## config.mk

```make
export PLATFORM = sky130hd
export DESIGN_NAME = johnson_stepper
export DESIGN_NICKNAME = d
export VERILOG_FILES = /design/src/rtl/johnson_stepper.sv
export SDC_FILE = /design/constraint.sdc
export NUM_CORES = 1
export LEC_CHECK = 0
export ABC_CLOCK_PERIOD_IN_PS = 4200
export CAP_MARGIN = 20
export CORE_MARGIN = 2
export CORE_UTILIZATION = 25
export CTS_CLUSTER_SIZE = 8
export DETAILED_ROUTE_END_ITERATION = 6
export PLACE_DENSITY = 0.49
export SYNTH_ARGS = -nofsm -noshare
export SYNTH_HDL_FRONTEND = slang
export SYNTH_SLANG_ARGS = --single-unit
```

## constraint.sdc

```tcl
create_clock -name clk -period 4.2 [get_ports clk]
set_clock_uncertainty 0.1 [all_clocks]
set_input_delay 0.84 -clock clk [delete_from_list [all_inputs] [get_ports clk]]
set_output_delay 0.84 -clock clk [all_outputs]
set_load 0.02 [all_outputs]
```

## src/rtl/johnson_stepper.sv

```systemverilog
// Command-driven Johnson phase sequencer: steps an n-bit Johnson pattern
// forward or backward a requested number of times at a programmable period.
//
// state | meaning
// ------+--------------------------------------------------------------
// idle  | no move in progress; ready=1, accepts a command on valid
// run   | move in progress; timer paces steps, remaining counts them down
module johnson_stepper #(
    parameter int n  = 4,
    parameter int cw = 16,
    parameter int dw = 16
) (
    input  logic          clk,
    input  logic          clr_n,
    input  logic          valid,
    output logic          ready,
    input  logic [cw-1:0] steps,
    input  logic          dir,
    input  logic [dw-1:0] period,
    input  logic          abort,
    output logic          busy,
    output logic          done,
    output logic [n-1:0]  out
);

    typedef enum logic {
        idle = 1'b0,
        run  = 1'b1
    } state_t;

    state_t        state, state_nx;
    logic [cw-1:0] remaining, remaining_nx;
    logic [dw-1:0] timer, timer_nx;
    logic [dw-1:0] reload, reload_nx;
    logic          dir_q, dir_nx;
    logic [n-1:0]  out_nx;
    logic          done_nx;

    logic [dw-1:0] period_m1;
    logic [n-1:0]  step_fwd;
    logic [n-1:0]  step_rev;
    logic [n-1:0]  step_out;

    // A zero period behaves like a period of one cycle.
    assign period_m1 = (period == '0) ? '0 : period - dw'(1);
    assign step_fwd  = {out[n-2:0], ~out[n-1]};
    assign step_rev  = {~out[0], out[n-1:1]};
    assign step_out  = dir_q ? step_rev : step_fwd;

    assign busy  = (state == run);
    assign ready = ~busy;

    always_ff @(posedge clk or negedge clr_n) begin
        if (!clr_n) begin
            state     <= idle;
            remaining <= '0;
            timer     <= '0;
            reload    <= '0;
            dir_q     <= 1'b0;
            out       <= '0;
            done      <= 1'b0;
        end else begin
            state     <= state_nx;
            remaining <= remaining_nx;
            timer     <= timer_nx;
            reload    <= reload_nx;
            dir_q     <= dir_nx;
            out       <= out_nx;
            done      <= done_nx;
        end
    end

    always_comb begin
        state_nx     = state;
        remaining_nx = remaining;
        timer_nx     = timer;
        reload_nx    = reload;
        dir_nx       = dir_q;
        out_nx       = out;
        done_nx      = 1'b0;
        case (state)
            idle: begin
                if (valid) begin
                    if (steps == '0) begin
                        done_nx = 1'b1;
                    end else begin
                        state_nx     = run;
                        remaining_nx = steps;
                        timer_nx     = period_m1;
                        reload_nx    = period_m1;
                        dir_nx       = dir;
                    end
                end
            end
            run: begin
                // The final step wins over a coincident abort.
                if (timer == '0 && remaining == cw'(1)) begin
                    out_nx       = step_out;
                    done_nx      = 1'b1;
                    remaining_nx = '0;
                    state_nx     = idle;
                end else if (abort) begin
                    done_nx      = 1'b1;
                    remaining_nx = '0;
                    timer_nx     = '0;
                    state_nx     = idle;
                end else if (timer == '0) begin
                    out_nx       = step_out;
                    remaining_nx = remaining - cw'(1);
                    timer_nx     = reload;
                end else begin
                    timer_nx = timer - dw'(1);
                end
            end
            default: state_nx = idle;
        endcase
    end

endmodule

```

==> impl_metrics.yaml, run 1 <==
run_status:
  run_status: "finished, final reports clean"
power_and_ir_drop:
  cellPowerDensity_nw_per_um2: 427
  largest_vdd_supply_drop_mv: 0.147
  power.sequential.fraction_pct: 44.6
  comb_power_share_pct: 28.9
  leakagePower_nw: 1.63
  net-switching-power_mw: 0.614
  p_total_mw: 1.78
  cellInternalPower_mw: 1.17
  switching_share_pct: 34.5
  clock_power_share_pct: 26.5
sta:
  unrepaired_setup_endpoints_after_global_routing: "no"
  timing.fmax_mhz: 316
  slew_headroom_pct: 32.9
  setup_viol: 0
  max_slew.worst_pin.slew_ns: 1.00
  post_route_minimum_period_ns: 3.17
  setup_tns_ns: 0
  final_max_slew_viol_count: 0
  timing_hold_violations_final: 0
  period_share_pct: 75.4
logic_synthesis:
  post_synth_instance_area_um2: 3410
  main_area_contributors_after_synthesis: "sky130_fd_sc_hd__dfrtp_1, sky130_fd_sc_hd__o21ai_0, sky130_fd_sc_hd__a22o_1, sky130_fd_sc_hd__nand2_1, sky130_fd_sc_hd__nor2_1"
  synthesis.nets: 426
  synth-xor-area-share_pct: 5.40
  synth-compound-area-share_pct: 25.3
  synth_area_leader_cell: "sky130_fd_sc_hd__dfrtp_1"
  synth-edff-count: 0
  post_synth_fa_ha_maj_area_fraction_pct: 1.84
  synthDistinctLibCells: 61
  syn_avg_cell_area_um2: 8.87
  part_of_the_yosys_area_used_for_sequential_elements_pct: 40.4
  synthMuxAreaShare_pct: 2.09
  synth_async_sr_flop_share_pct: 100
  gate_count_post_synth: 384
  yosys_warnings: 0
  yosys.area_share.simple_pct: 20.8
  dominant_combinational_cell_family_by_area_after_synthesis: "compound AO/OA/AOI/OAI gates"
  ys_ff_latch: 55
  yosys.area.top_type_share_pct: 40.4
  synth-main-ff-cell: "sky130_fd_sc_hd__dfrtp_1"
placed_design:
  placed_cells_incl_taps: 590
  place_hpwl_um: 6860
  port_buffers: 43
  routabilityCongestion: 0.812
global_route:
  grt_start_max_net_pins: 37
  first_global_vias: 3088
  gr-total-overflow: 0
  grt_first_pass_wirelength_um: 16000
  grt_usage_pct: 13.6
  antenna_found_initial: 0
clocking:
  clockBufferDepth: 2
  cts.repair_timing.setup_buffer_count: 0
  post_cts_hold_buffer_count: 0
  cts.htree.levels: 2
  worst_skew_pair_later_pin_latency_ns: 0.29
  ctsResizeCount: 0
  clk_transition_reported_paths_ns: 0.07
  cts_tree: "built"
  tritoncts.num_buffers: 5
  clock_sink_count: 55
  clock_tree.root_cell: "sky130_fd_sc_hd__clkbuf_16"
detailed_routing:
  vias: 3071
  route.detailed.wl_per_inst_um: 16.1
  drtPass1Iterations: 4
  drt_wl_total_um: 9610
  route.detailed.drc: 0
  vias_per_cell: 5.14
  detail-route-antenna-nets: 0
  drt_first_iter_violations: 209
critical_path:
  worst-endpoint-arrival_ns: 3.24
  critPathMaxFanout: 13
  critical_path.max_stage_delay_ns: 0.62
  start_kind: "input port"
  critPathKind: "input port to flip-flop"
  crit_chain: "clkdlybuf4s50_1 -> or4_1 -> nor3b_1 -> a41o_1 -> o32ai_1 -> a22o_1"
  cpMaxStageDelayCell: "sky130_fd_sc_hd__or4_1"
  critPathBufInv: 1
  critPathTopFamily: "simple AND/OR/NAND/NOR gates"
  critPathRequiredTime_ns: 4.28
  worst_setup_path_end_kind: "flip-flop"
finish:
  final_layout_size_suffix_gt1_share_pct: 5.46
  n_antenna_cell: 0
  fillerInstances: 1386
  final_util_pct: 31.4
  post_layout_nonfiller_instances: 597
  area_growth_syn_to_layout_pct: 22.4
  fin_nets: 463
flow_run:
  max-cap-violations: 0
floorplanning:
  die_h_um: 121
  floorplan.initialDensity_pct: 25.6
  number_of_ports_placed_on_the_die_boundary: 44
  coreArea_um2: 13300
  rows: 42
  design.die.area_um2: 14600
  die_x_um: 121
min_path:
  hold_path.class: "flip-flop to flip-flop"
## worst register-to-register path, cell delays in order, from the launching register on
cell	delay (ns)
sky130_fd_sc_hd__dfrtp_1	0.43
sky130_fd_sc_hd__inv_1	0.08
sky130_fd_sc_hd__ha_1	0.17
sky130_fd_sc_hd__nor3b_2	0.44
sky130_fd_sc_hd__nand4_2	0.25
sky130_fd_sc_hd__or2_1	0.55
sky130_fd_sc_hd__o21a_1	0.45
sky130_fd_sc_hd__a32o_1	0.32
sky130_fd_sc_hd__a22o_1	0.22
## registers in the layout (all words and copies together) (netlist names)
register / flops
remaining: 16
reload: 16
done: 1
timer: 16
out: 4
dir_q: 1
busy: 1
## per-stage QoR
| step | setup WS [ns] | instance area, um2 | hold WS (ns) |
|---|---|---|---|
| floorplan | 1.61 | 3410 | 0.345 |
| global placement | 0.762 | 4010 | 0.361 |
| detailed placement | 0.737 | 4010 | 0.370 |
| CTS | 1.02 | 4170 | 0.387 |
| global route | 0.815 | 4170 | 0.413 |
| finish | 1.03 | 4170 | 0.386 |
## power groups by stage
stage / clock network, mW / logic, mW / registers (mW)
2_1_floorplan: 0 / 0.364 / 0.765
4_1_cts: 0.485 / 0.517 / 0.792
5_1_grt: 0.508 / 0.580 / 0.816
3_3_place_gp: 0 / 0.508 / 0.800
6_report: 0.472 / 0.515 / 0.795
3_5_place_dp: 0 / 0.514 / 0.802
## final timing paths
kind | startpoint | endpoint | slack, ns | cells past startpoint
max | period[4] | timer[0] | 1.03 | 6
min in group asynchronous | clr_n | remaining[0] | 0.55 | 1
min | reload[6] | reload[6] | 0.39 | 2
max in group asynchronous | clr_n | out[0] | 2.63 | 2
max reg2reg | timer[0] | remaining[12] | 1.09 | 8
min reg2reg | reload[6] | reload[6] | 0.39 | 2
## cells in the final DEF (no fill, tap or decap), types with 2 or more instances in the layout
cell	instances
sky130_fd_sc_hd__o21ai_0	48
sky130_fd_sc_hd__mux2i_1	6
sky130_fd_sc_hd__a22o_1	18
sky130_fd_sc_hd__o31ai_1	2
sky130_fd_sc_hd__o2bb2ai_1	6
sky130_fd_sc_hd__o211ai_1	4
sky130_fd_sc_hd__clkbuf_16	5
sky130_fd_sc_hd__o21a_1	3
sky130_fd_sc_hd__inv_1	14
sky130_fd_sc_hd__nand3_1	7
sky130_fd_sc_hd__a21oi_1	13
sky130_fd_sc_hd__nor3b_1	3
sky130_fd_sc_hd__or2_2	3
sky130_fd_sc_hd__nor4_1	13
sky130_fd_sc_hd__nor3_1	11
sky130_fd_sc_hd__xnor2_1	10
sky130_fd_sc_hd__buf_4	6
sky130_fd_sc_hd__nor2b_1	2
sky130_fd_sc_hd__o32ai_1	3
sky130_fd_sc_hd__a211oi_1	3
sky130_fd_sc_hd__nor2_1	32
sky130_fd_sc_hd__xor2_1	11
sky130_fd_sc_hd__nand4_1	4
sky130_fd_sc_hd__o32a_1	2
sky130_fd_sc_hd__ha_1	5
sky130_fd_sc_hd__nand2_1	37
sky130_fd_sc_hd__clkdlybuf4s50_1	42
sky130_fd_sc_hd__or3_1	5
sky130_fd_sc_hd__or4_1	5
sky130_fd_sc_hd__o22a_1	7
sky130_fd_sc_hd__o41ai_1	3
sky130_fd_sc_hd__o21ai_1	2
sky130_fd_sc_hd__a21o_1	2
sky130_fd_sc_hd__dfrtp_1	55
## layout make-up
class	count	area [um2]	area share, %
Tap cell	176	220	5.28
Multi-Input combinational cell	295	1890	45.3
Clock inverter	1	30.0	0.720
Timing Repair Buffer	49	470	11.3
Sequential cell	55	1380	33.0
Clock buffer	6	129	3.09
Inverter	15	56.3	1.35
## kinds of logic after synthesis
| kind of cell | after synthesis |
|---|---|
| AOI/OAI and AO/OA | 127 |
| and+or+nand+nor | 135 |
| buffers and inverters | 34 |
| adders and majority gates | 5 |
| xor gates and xnor gates | 21 |
| muxes | 7 |
| DFF | 55 |
## routing by layer
layer	part of all wire [%]	vias up	GRT usage (%)
met3	4.2	6	2.26
met2	46	73	22.2
li1	-	1508	-
met1	49	1484	18.9
met5	0	-	0
met4	0.77	0	2.98
## Yosys cell counts, types with 6 or more instances
library cell	count
sky130_fd_sc_hd__nor3_1	11
sky130_fd_sc_hd__mux2i_1	6
sky130_fd_sc_hd__nor4_1	13
sky130_fd_sc_hd__o21ai_0	48
sky130_fd_sc_hd__nand3_1	7
sky130_fd_sc_hd__o2bb2ai_1	6
sky130_fd_sc_hd__a22o_1	18
sky130_fd_sc_hd__a21oi_1	13
sky130_fd_sc_hd__nand2_1	37
sky130_fd_sc_hd__xor2_1	11
sky130_fd_sc_hd__inv_1	14
sky130_fd_sc_hd__xnor2_1	10
sky130_fd_sc_hd__nor2_1	32
sky130_fd_sc_hd__clkbuf_1	12
sky130_fd_sc_hd__dfrtp_1	55
sky130_fd_sc_hd__o22a_1	7
Note: power is estimated with default switching activity, not from simulation.
==> run 2, diff against run 1 <==
ABC_CLOCK_PERIOD_IN_PS = 2800   (was 4200)
PLACE_DENSITY = 0.51   (was 0.49)
clock period = 2.8 ns   (was 4.2 ns; I/O delays follow)
==> run 2 against run 1 <==
Sequential cell count stayed put. Largest cell class unchanged. Sequential share of layout area down 2.1 points. Largest power group unchanged. Critical path depth grew 2. Final cell count is 5.0% higher. Routed wire length is 1.7% higher. Critical endpoint is now remaining[12]. Non-clock buffer count increased by 30. Highest routed layer unchanged. Sequential power up 48%.
==> impl_metrics.yaml, run 2 (synthesized netlist as in run 1, its figures left out) <==
global_route:
  grt_util_met3_pct: 1.93
  antenna_found_initial: 0
  grtUsageMet2_pct: 21.5
  grt-busiest-layer: "met2"
  grt_usage_pct: 13.9
  gr-total-overflow: 0
  grt_util_met1_pct: 20.2
  grt_first_pass_wirelength_um: 16300
  first_global_vias: 3087
  grt_start_max_net_pins: 32
critical_path:
  worst_setup_path_end_kind: "flip-flop"
  start_kind: "flip-flop"
  worst-endpoint-arrival_ns: 2.73
  critPathKind: "flip-flop to flip-flop"
  critPathRequiredTime_ns: 2.89
  critPathMaxFanout: 11
floorplanning:
  rows: 42
  floorplan.initialDensity_pct: 25.6
  design.die.area_um2: 14600
  number_of_ports_placed_on_the_die_boundary: 44
  coreArea_um2: 13300
  die_h_um: 121
  die_x_um: 121
finish:
  post_layout_nonfiller_instances: 627
  final_layout_size_suffix_gt1_share_pct: 12.0
  mostFrequentLayoutCells: "sky130_fd_sc_hd__dfrtp_1, sky130_fd_sc_hd__o21ai_0, sky130_fd_sc_hd__clkdlybuf4s50_1"
  layout.cells.most_common: "sky130_fd_sc_hd__dfrtp_1"
  registers_with_the_most_flip_flops: "reload (16), remaining (16), timer (16)"
  fin_nets: 493
  n_antenna_cell: 0
  area_growth_syn_to_layout_pct: 30.6
detailed_routing:
  drt_wl_total_um: 9770
  drt_first_iter_violations: 196
  vias: 3216
  vias_per_cell: 5.13
  drtPass1Iterations: 4
  detail-route-antenna-nets: 0
  route.detailed.wl_per_inst_um: 15.6
  route.detailed.drc: 0
clocking:
  clock_sink_count: 55
  clock_tree.root_cell: "sky130_fd_sc_hd__clkbuf_16"
  cts.htree.levels: 2
  clockBufferDepth: 2
  worst_skew_pair_later_pin_latency_ns: 0.30
  cts_tree: "built"
  post_cts_hold_buffer_count: 0
  cts.repair_timing.setup_buffer_count: 0
  clk_transition_reported_paths_ns: 0.07
  tritoncts.num_buffers: 5
placed_design:
  placed_cells_incl_taps: 620
  port_buffers: 43
  routabilityCongestion: 0.792
  place_hpwl_um: 7350
flow_run:
  max-cap-violations: 0
power_and_ir_drop:
  largest_vdd_supply_drop_mv: 0.222
  leakagePower_nw: 1.80
  p_total_mw: 2.74
  cellPowerDensity_nw_per_um2: 617
sta:
  setup_viol: 0
  post_route_minimum_period_ns: 2.64
  final_max_slew_viol_count: 0
  timing.fmax_mhz: 379
  slew_headroom_pct: 47.6
  unrepaired_setup_endpoints_after_global_routing: "no"
  period_share_pct: 94.3
  max_slew.worst_pin.slew_ns: 0.786
  timing_hold_violations_final: 0
min_path:
  hold_path.class: "input port to asynchronous set/reset pin"
run_status:
  run_status: "finished, final reports clean"
run 2: final cells by class:
class / instances / area, um2
fill: 1372 / 8850
multi-input combinational: 295 / 1890
sequential: 55 / 1380
timing repair buffer: 79 / 746
tap: 176 / 220
clock buffer: 6 / 129
inverter: 15 / 56.3
clock inverter: 1 / 30.0
run 2: power by group:
part	internal [mW]	switching, mW
Sequential	0.978	0.199
Clock	0.418	0.284
Combinational	0.422	0.443
run 2: critical path, stage by stage (launching register included):
cell,delay [ns]
sky130_fd_sc_hd__dfrtp_1,0.43
sky130_fd_sc_hd__inv_1,0.08
sky130_fd_sc_hd__ha_1,0.19
sky130_fd_sc_hd__nor3b_2,0.33
sky130_fd_sc_hd__nand4_2,0.20
sky130_fd_sc_hd__or2_1,0.37
sky130_fd_sc_hd__o21a_2,0.33
sky130_fd_sc_hd__a32o_1,0.28
sky130_fd_sc_hd__a22o_1,0.22
run 2: stage by stage:
stage | worst slack, ns | hold WS [ns] | utilization, % | instance area (um2) | TNS, ns
floorplan | 0.385 | 0.164 | - | 3410 | 0
global placement | -0.0264 | 0.361 | 32.3 | 4290 | -0.0879
detailed placement | -0.0848 | 0.365 | 32.3 | 4290 | -1.05
CTS | 0.0883 | 0.261 | 33.4 | 4450 | 0
global route | 0.0426 | 0.293 | 33.5 | 4450 | 0
finish | 0.159 | 0.233 | 33.5 | 4450 | 0
run 2: timing repair:
action,4_1_cts,5_1_grt
setup endpoints to repair,0,2
resized for setup,0,1
endpoints found under the hold margin,0,0
run 2: routing by layer:
layer,wire (um),up-vias
met5,0,-
met4,121,0
met3,347,8
met2,4480,61
met1,4820,1579
li1,-,1568
run 2: path summary, 6_finish.rpt:
kind	start	end	slack, ns	cells after the start
max	timer[0]	remaining[12]	0.16	8
min	clr_n	remaining[6]	0.23	1
max reg2reg	timer[0]	remaining[12]	0.16	8
min reg2reg	reload[2]	reload[2]	0.38	2
max in group asynchronous	clr_n	reload[1]	1.74	2
min in group clk	reload[2]	reload[2]	0.38	2
==> run 3, diff against run 2 <==
CORE_UTILIZATION = 50   (was 25)
PLACE_DENSITY = 0.83   (was 0.51)
==> run 3 against run 2 <==
Non-clock buffer count fell by 4. Maximum frequency rose by 3.5%. Die area fell by 49%. Clock power fell by 35%.
==> impl_metrics.yaml, run 3 (synthesized netlist as in run 1, its figures left out) <==
clocking:
  clock_sink_count: 55
  ctsResizeCount: 0
  worst_skew_pair_later_pin_latency_ns: 0.32
  clock_tree.root_cell: "sky130_fd_sc_hd__clkbuf_8"
  clk_transition_reported_paths_ns: 0.10
  cts.htree.levels: 2
  cts_tree: "built"
  clockBufferDepth: 2
  cts.repair_timing.setup_buffer_count: 0
  post_cts_hold_buffer_count: 0
  tritoncts.num_buffers: 5
finish:
  area_growth_syn_to_layout_pct: 23.4
  layout.cells.most_common: "sky130_fd_sc_hd__dfrtp_1"
  mostFrequentLayoutCells: "sky130_fd_sc_hd__dfrtp_1, sky130_fd_sc_hd__o21ai_0, sky130_fd_sc_hd__clkdlybuf4s50_1"
  final_util_pct: 62.9
  final_layout_size_suffix_gt1_share_pct: 11.4
  fin_nets: 489
  registers_with_the_most_flip_flops: "reload (16), remaining (16), timer (16)"
  fillerInstances: 539
  final_design_area_no_fill_um2: 4200
  n_antenna_cell: 0
power_and_ir_drop:
  comb_power_share_pct: 33.4
  clock_power_share_pct: 18.5
  cellPowerDensity_nw_per_um2: 586
  largest_vdd_supply_drop_mv: 0.262
  power.sequential.fraction_pct: 48.1
  leakagePower_nw: 1.74
  cellInternalPower_mw: 1.56
  switching_share_pct: 36.8
  net-switching-power_mw: 0.906
floorplanning:
  design.die.area_um2: 7490
  die_h_um: 86.5
  die_x_um: 86.5
  floorplan.initialDensity_pct: 51.0
  rows: 30
  coreArea_um2: 6680
  number_of_ports_placed_on_the_die_boundary: 44
critical_path:
  critical_path.max_stage_delay_ns: 0.45
  critPathKind: "flip-flop to flip-flop"
  flop2flop_setup_slack_ns: 0.25
  cpMaxStageDelayCell: "sky130_fd_sc_hd__dfrtp_1"
  worst_setup_path_end_kind: "flip-flop"
  critPathMaxFanout: 11
  start_kind: "flip-flop"
  critPathBufInv: 1
  critPathRequiredTime_ns: 2.91
  critPathTopFamily: "compound AO/OA/AOI/OAI gates"
  crit_chain: "inv_1 -> ha_1 -> nor3b_2 -> nand4_2 -> or2_1 -> o21a_1 -> a32o_1 -> a22o_1"
  worst-endpoint-arrival_ns: 2.67
detailed_routing:
  drt_first_iter_violations: 161
  vias: 3196
  vias_per_cell: 6.05
  route.detailed.drc: 0
  detail-route-antenna-nets: 0
  drtPass1Iterations: 5
  route.detailed.wl_per_inst_um: 15.8
  drt_wl_total_um: 8350
placed_design:
  post_dp_cell_area_um2: 4110
  port_buffers: 43
  preCtsSetupSlack_ns: -0.0958
  routabilityCongestion: 0.888
  place_hpwl_um: 6230
global_route:
  first_global_vias: 3074
  grt_first_pass_wirelength_um: 14100
  grt_util_met1_pct: 30.4
  grt-busiest-layer: "met2"
  grt_usage_pct: 23.4
  gr-total-overflow: 0
  antenna_found_initial: 0
  grt_start_max_net_pins: 39
  grt_util_met3_pct: 3.71
  grtUsageMet2_pct: 39.9
sta:
  setup_viol: 0
  max_slew.worst_pin.slew_ns: 0.848
  post_route_minimum_period_ns: 2.55
  final_critical_path_setup_slack_ns: 0.248
  setup_tns_ns: 0
  final_max_slew_viol_count: 0
  timing.fmax_mhz: 392
  timing_hold_violations_final: 0
  slew_headroom_pct: 43.5
  unrepaired_setup_endpoints_after_global_routing: "no"
  period_share_pct: 91.2
run_status:
  run_status: "finished, final reports clean"
min_path:
  hold_path.class: "input port to asynchronous set/reset pin"
flow_run:
  max-cap-violations: 0
-- run 3: cell types whose count changed in the layout (fill, tap and decap cells not counted) --
cell | before | now
sky130_fd_sc_hd__clkinv_2 | 0 | 1
sky130_fd_sc_hd__inv_6 | 0 | 1
sky130_fd_sc_hd__clkbuf_16 | 5 | 0
sky130_fd_sc_hd__o21a_2 | 1 | 0
sky130_fd_sc_hd__bufinv_16 | 1 | 0
sky130_fd_sc_hd__clkinv_4 | 0 | 1
sky130_fd_sc_hd__o21a_1 | 2 | 3
sky130_fd_sc_hd__buf_12 | 4 | 2
sky130_fd_sc_hd__clkbuf_1 | 1 | 0
sky130_fd_sc_hd__buf_4 | 32 | 30
sky130_fd_sc_hd__clkbuf_8 | 0 | 5
-- run 3: final timing paths --
kind / from / to / cells past startpoint
min reg2reg: reload[11] / reload[11] / 2
min: clr_n / remaining[5] / 1
max in group asynchronous: clr_n / reload[10] / 2
max reg2reg: timer[0] / remaining[12] / 8
max: timer[0] / remaining[12] / 8
min in group clk: reload[11] / reload[11] / 2
-- run 3: power by group through the flow --
stage          clock [mW]  combinational, mW  sequential (mW)
4_1_cts             0.465              0.820             1.18
5_1_grt             0.502              0.910             1.21
3_5_place_dp            0              0.811             1.19
3_3_place_gp            0              0.792             1.19
2_1_floorplan           0              0.546             1.15
6_report            0.456              0.823             1.18
-- run 3: worst reg2reg max path, cell delays in order, from the launching register on --
cell,delay [ns]
sky130_fd_sc_hd__dfrtp_1,0.45
sky130_fd_sc_hd__inv_1,0.08
sky130_fd_sc_hd__ha_1,0.17
sky130_fd_sc_hd__nor3b_2,0.30
sky130_fd_sc_hd__nand4_2,0.20
sky130_fd_sc_hd__or2_1,0.29
sky130_fd_sc_hd__o21a_1,0.33
sky130_fd_sc_hd__a32o_1,0.31
sky130_fd_sc_hd__a22o_1,0.22
-- run 3: layer usage --
layer	up-vias	part of all wire, %
met4	0	1.5
met3	9	5.6
met1	1503	43
met5	-	0
li1	1561	-
met2	123	50
-- run 3: cell type report --
cell class,count,area [um2],share of cell area (%)
sequential,55,1380,32.7
tap,80,100,2.38
clock inverter,3,22.5,0.536
timing repair buffer,75,691,16.4
inverter,15,56.3,1.34
clock buffer,5,68.8,1.64
multi-input combinational,295,1890,44.9
-- run 3: per-stage QoR --
stage / std cells / power (mW) / hold slack [ns]
6_report: 528 / 2.46 / 0.240
2_1_floorplan: 384 / 1.69 / 0.164
3_5_place_dp: 520 / 2.01 / 0.365
3_3_place_gp: 520 / 1.98 / 0.356
4_1_cts: 528 / 2.46 / 0.266
5_1_grt: 528 / 2.63 / 0.293
